File: config.mk
export PLATFORM = sky130hd
export DESIGN_NAME = step_sequencer_ctrl
export DESIGN_NICKNAME = d
export VERILOG_FILES = /design/src/rtl/step_sequencer_ctrl.sv
export SDC_FILE = /design/constraint.sdc
export NUM_CORES = 1
export LEC_CHECK = 0
export BUFFER_PORTS_ARGS = -buffer_cell sky130_fd_sc_hd__buf_2
export CAP_MARGIN = 20
export CORE_ASPECT_RATIO = 0.75
export CORE_MARGIN = 3
export CORE_UTILIZATION = 38
export DETAILED_ROUTE_END_ITERATION = 7
export MAX_ROUTING_LAYER = met4
export PLACE_DENSITY = 0.57
export SYNTH_ARGS = -nofsm -noshare
export SYNTH_HDL_FRONTEND = slang
export SYNTH_SLANG_ARGS = --single-unit
File: constraint.sdc
create_clock -name clk -period 1.92 [get_ports clk]
set_input_delay 0.192 -clock clk [delete_from_list [all_inputs] [get_ports clk]]
set_output_delay 0.192 -clock clk [all_outputs]
set_load 0.01 [all_outputs]
File: src/rtl/step_sequencer_ctrl.sv
// step_sequencer_ctrl
//   Run controller for a WIDTH-bit stepping datapath. It issues single-cycle
//   enable pulses `a` every div+1 cycles, watches the datapath value `r`, and
//   stops when `r` equals the target. The run can be paused and resumed, or
//   aborted from the paused state. After 2^WIDTH pulses without a match, the
//   run ends with an error.
//
// Ports
//   clk     in   system clock, rising edge
//   rst     in   synchronous active-high reset
//   start   in   start (from IDLE) / resume (from HOLD), level
//   stop    in   pause (from RUN) / abort (from HOLD), level
//   div     in   pulse period minus 1, latched when a run starts
//   target  in   stop value for r, latched when a run starts
//   r       in   current datapath value (feedback)
//   a       out  registered enable pulse to the datapath
//   busy    out  high in RUN and HOLD
//   done    out  one-cycle completion pulse
//   err     out  qualifies done: 1 = pulse budget exhausted, no match
//
// The match check compares the r presented in the current cycle. With div=0
// and a registered datapath, the controller can issue one extra pulse before
// it sees the match. This behaviour is accepted.
module step_sequencer_ctrl #(
  parameter int WIDTH = 4,
  parameter int DIV_W = 8
) (
  input  logic             clk,
  input  logic             rst,
  input  logic             start,
  input  logic             stop,
  input  logic [DIV_W-1:0] div,
  input  logic [WIDTH-1:0] target,
  input  logic [WIDTH-1:0] r,
  output logic             a,
  output logic             busy,
  output logic             done,
  output logic             err
);

  typedef enum logic [1:0] {
    S_IDLE,
    S_RUN,
    S_HOLD,
    S_DONE
  } state_t;

  // Pulse budget 2^WIDTH; the counter is one bit wider so it can hold it.
  localparam logic [WIDTH:0] PULSE_MAX = {1'b1, {WIDTH{1'b0}}};

  state_t           state, state_nxt;
  logic             a_nxt, done_nxt, err_nxt;
  logic [DIV_W-1:0] presc, presc_nxt;
  logic [WIDTH:0]   pcount, pcount_nxt;
  logic [DIV_W-1:0] div_q, div_nxt;
  logic [WIDTH-1:0] tgt_q, tgt_nxt;

  always_comb begin
    // NOTE: every signal gets a default before the case so that no path
    // leaves one unassigned, which would infer a latch.
    state_nxt  = state;
    a_nxt      = 1'b0;
    done_nxt   = 1'b0;
    err_nxt    = err;
    presc_nxt  = presc;
    pcount_nxt = pcount;
    div_nxt    = div_q;
    tgt_nxt    = tgt_q;

    unique case (state)
      S_IDLE: begin
        if (start && !stop) begin
          state_nxt  = S_RUN;
          div_nxt    = div;
          tgt_nxt    = target;
          presc_nxt  = '0;
          pcount_nxt = '0;
          err_nxt    = 1'b0;
        end
      end

      S_RUN: begin
        // Priority order: pause, match, budget, pulse, count.
        if (stop) begin
          state_nxt = S_HOLD;
        end else if (r == tgt_q) begin
          state_nxt = S_DONE;
          done_nxt  = 1'b1;
          err_nxt   = 1'b0;
        end else if (pcount == PULSE_MAX) begin
          state_nxt = S_DONE;
          done_nxt  = 1'b1;
          err_nxt   = 1'b1;
        end else if (presc == div_q) begin
          a_nxt      = 1'b1;
          presc_nxt  = '0;
          pcount_nxt = pcount + 1'b1;
        end else begin
          presc_nxt = presc + 1'b1;
        end
      end

      S_HOLD: begin
        // Abort takes priority over resume when both inputs are high.
        if (stop) begin
          state_nxt  = S_IDLE;
          presc_nxt  = '0;
          pcount_nxt = '0;
        end else if (start) begin
          state_nxt = S_RUN;
        end
      end

      S_DONE: begin
        state_nxt = S_IDLE;
      end

      default: begin
        state_nxt = S_IDLE;
      end
    endcase
  end

  always_ff @(posedge clk) begin
    // NOTE: state registers use non-blocking assignment, so every flop
    // samples values that were settled before the edge.
    if (rst) begin
      state  <= S_IDLE;
      a      <= 1'b0;
      done   <= 1'b0;
      err    <= 1'b0;
      presc  <= '0;
      pcount <= '0;
      div_q  <= '0;
      tgt_q  <= '0;
    end else begin
      state  <= state_nxt;
      a      <= a_nxt;
      done   <= done_nxt;
      err    <= err_nxt;
      presc  <= presc_nxt;
      pcount <= pcount_nxt;
      div_q  <= div_nxt;
      tgt_q  <= tgt_nxt;
    end
  end

  assign busy = (state == S_RUN) || (state == S_HOLD);

endmodule

==> reports/metrics.csv <==
stage;metric;value;unit
floorplan;die height;62.2;microns
drt;drc violations;0;
logic_synthesis;Synth async-reset ratio;0;%
final_layout;n_diodes;0;
job;number of max-cap violations;0;
global_route;GR Overflow Total;0;
clock_tree;worst skew pair latency;0.28;ns
clock_tree;Clock transition at path regs;0.06;ns
timing;Final period util;101;%
final_layout;Core Util, Final;53.2;%
final_layout;fraction of layout cells with a size suffix above 1;32.6;%
timing;Final Critical Period;1.95;ns
floorplan;I/O Pins;24;
global_route;largest net degree at the start of global routing;20;
floorplan;Core Rows;19;
clock_tree;Root Driver;clkbuf_8;
final_layout;Final Cell Area;2050;sq um
logic_synthesis;Distinct cells, synth;38;
timing;Slew HR;70.9;%
floorplan;Die Area;5030;sq um
drt;final WL;3.96;mm
placement;GP Congestion;0.849;
timing;final setup fails;3;
power;P per Cell Area;1010;nW/um^2
worst_setup_path;Worst setup EP type;flip-flop;
final_layout;most common cell after layout, fill and taps aside;dfxtp_1;
logic_synthesis;Yosys Warn Count;0;
floorplan;core footprint;3850;sq um
hold_path;Worst Hold Class;in -> reg;
timing;worst slew pin tran;0.437;ns
timing;Fin Setup TNS;-0.0521;ns
logic_synthesis;Main synth FF type;dfxtp_1;
drt;wire length per cell;14.1;microns
final_layout;synthesis-to-finish area growth;28.1;%
worst_setup_path;Crit Path Max Fanout;5;
clock_tree;CTS Buffer Depth;2;
placement;dpl hpwl;2.89;mm
logic_synthesis;FF+latch count, synth;30;
worst_setup_path;Setup CP Type;reg -> reg;
logic_synthesis;Avg Synthesized Cell Area;8.51;sq um
timing;skew final;0.00284;ns
placement;worst slack at placement;-0.0274;ns
timing;RSZ-0062 raised after global routing;yes;
drt;Pre-Repair DR Iteration Count;4;
power;VDD IR max;0.935;mV
power;Static Leak;0.918;nW
drt;1st-iter DRT viols;90;
global_route;gr usage total;17.0;%
drt;total number of vias;1498;
timing;Fmax;514;MHz
clock_tree;TritonCTS Sinks;30;
floorplan;Initial Util;41.5;%
final_layout;most frequent cells in the layout;dfxtp_1 (26), buf_2 (23), buf_4 (21);
timing;max-slew violations;0;
power;power consumption;2.07;mW
clock_tree;CTS tree;built;
timing;Setup WS post-layout;-0.0261;ns
worst_setup_path;crit path DAT;2.11;ns
logic_synthesis;Synth Cell Area;1600;sq um
logic_synthesis;Post-synth EDFFs;0;
logic_synthesis;register area share after synthesis;37.6;%
global_route;first-pass GRT wire length;6.42;mm
logic_synthesis;Post-Synthesis Cells;188;
outcome;violated checks;negative setup slack;
global_route;number of global-route vias before repair;1404;
drt;Antenna Nets Post-Route;0;
timing;Final Hold Vio Count;0;
worst_setup_path;Required @ worst endpoint;2.09;ns
global_route;antenna violations before repair;0;
final_layout;nets;257;
drt;vias per inst;5.31;
clock_tree;CTS H-Tree Depth;2;
clock_tree;CTS Buf Count;5;
outcome;status;finished, violations left;
placement;IO Port Bufs;23;
logic_synthesis;Synthesized Nets;215;
worst_setup_path;CP Launch Type;flip-flop;
placement;Post-Place Cell Area;1880;sq um
floorplan;Die Wd;80.9;microns
[cell usage after synthesis, drive strengths merged, types with 7 or more instances]
library cell  instances  area, sq um
inv                   8         30.0
ha                    7         87.6
nor2                 10         37.5
a21oi                16         80.1
clkbuf                8         40.0
nand3                18         90.1
dfxtp                30          601
and3                  9         57.6
xor2                  8         70.1
nand2                21         78.8
[sequential cells by signal, summed over array words and instances, names as in the netlist]
register  count
err           1
done          1
pcount        5
tgt_q         4
a             1
state         2
presc         8
div_q         8
[cell families after synthesis]
| kind of cell | count (synthesis) | share of synthesized area [%] |
|---|---|---|
| adder cells (fa/ha/maj) | 7 | 5.48 |
| AND/OR/NAND/NOR | 75 | 23.7 |
| AO/OA/AOI/OAI | 44 | 19.7 |
| flip-flops | 30 | 37.6 |
| buffers and inverters | 17 | 5.09 |
| multiplexers | 2 | 1.33 |
| XOR/XNOR | 13 | 7.12 |
[critical path: stages (launching register included)]
cell and delay, ns:
dfxtp_2 0.33, inv_2 0.05, ha_4 0.15, nor4bb_4 0.15, a41o_1 0.26, a211o_1 0.34, o21a_4 0.25, a221o_1 0.30
[layer usage]
metal / track usage [%] / vias to the layer above / routed length, microns
met5: - / - / 0
met4: 5.70 / 0 / 28
met3: 5.64 / 5 / 238
met2: 23.5 / 39 / 1740
met1: 23.0 / 689 / 1950
li1: - / 765 / -
[where the power goes]
group	leakage [nW]	switching (mW)	total (mW)	internal [mW]
sequential	0.245	0.0535	0.739	0.686
combinational	0.634	0.465	0.859	0.394
clock	0.0383	0.221	0.470	0.249
total	0.918	0.740	2.07	1.33
[area by class of cell]
class / instances / area (sq um)
Inverter: 8 / 30.0
Sequential cell: 30 / 606
Timing Repair Buffer: 44 / 273
Multi-Input combinational cell: 141 / 998
Clock buffer: 7 / 76.3
Tap cell: 52 / 65.1
Fill cell: 375 / 1800
[what timing repair did]
item,4_1_cts,5_1_grt
pin swaps,1,3
setup endpoints to repair,2,13
hold buffers,0,0
buffers inserted,1,3
resized for setup,1,11
[stage by stage]
step / hold slack [ns] / instances
2_1_floorplan: 0.271 / 188
3_3_place_gp: 0.446 / 271
3_5_place_dp: 0.453 / 271
4_1_cts: 0.152 / 279
5_1_grt: 0.148 / 282
6_report: 0.162 / 282
[final timing paths]
| path | start | end | slack (ns) | cells after the start |
|---|---|---|---|---|
| setup / recovery | pcount[0] | pcount[3] | -0.03 | 7 |
| hold / removal | target[0] | tgt_q[0] | 0.16 | 3 |
| setup reg to reg | pcount[0] | pcount[3] | -0.03 | 7 |
| hold reg to reg | div_q[0] | div_q[0] | 0.47 | 2 |
(Power assumes the default switching activity.)
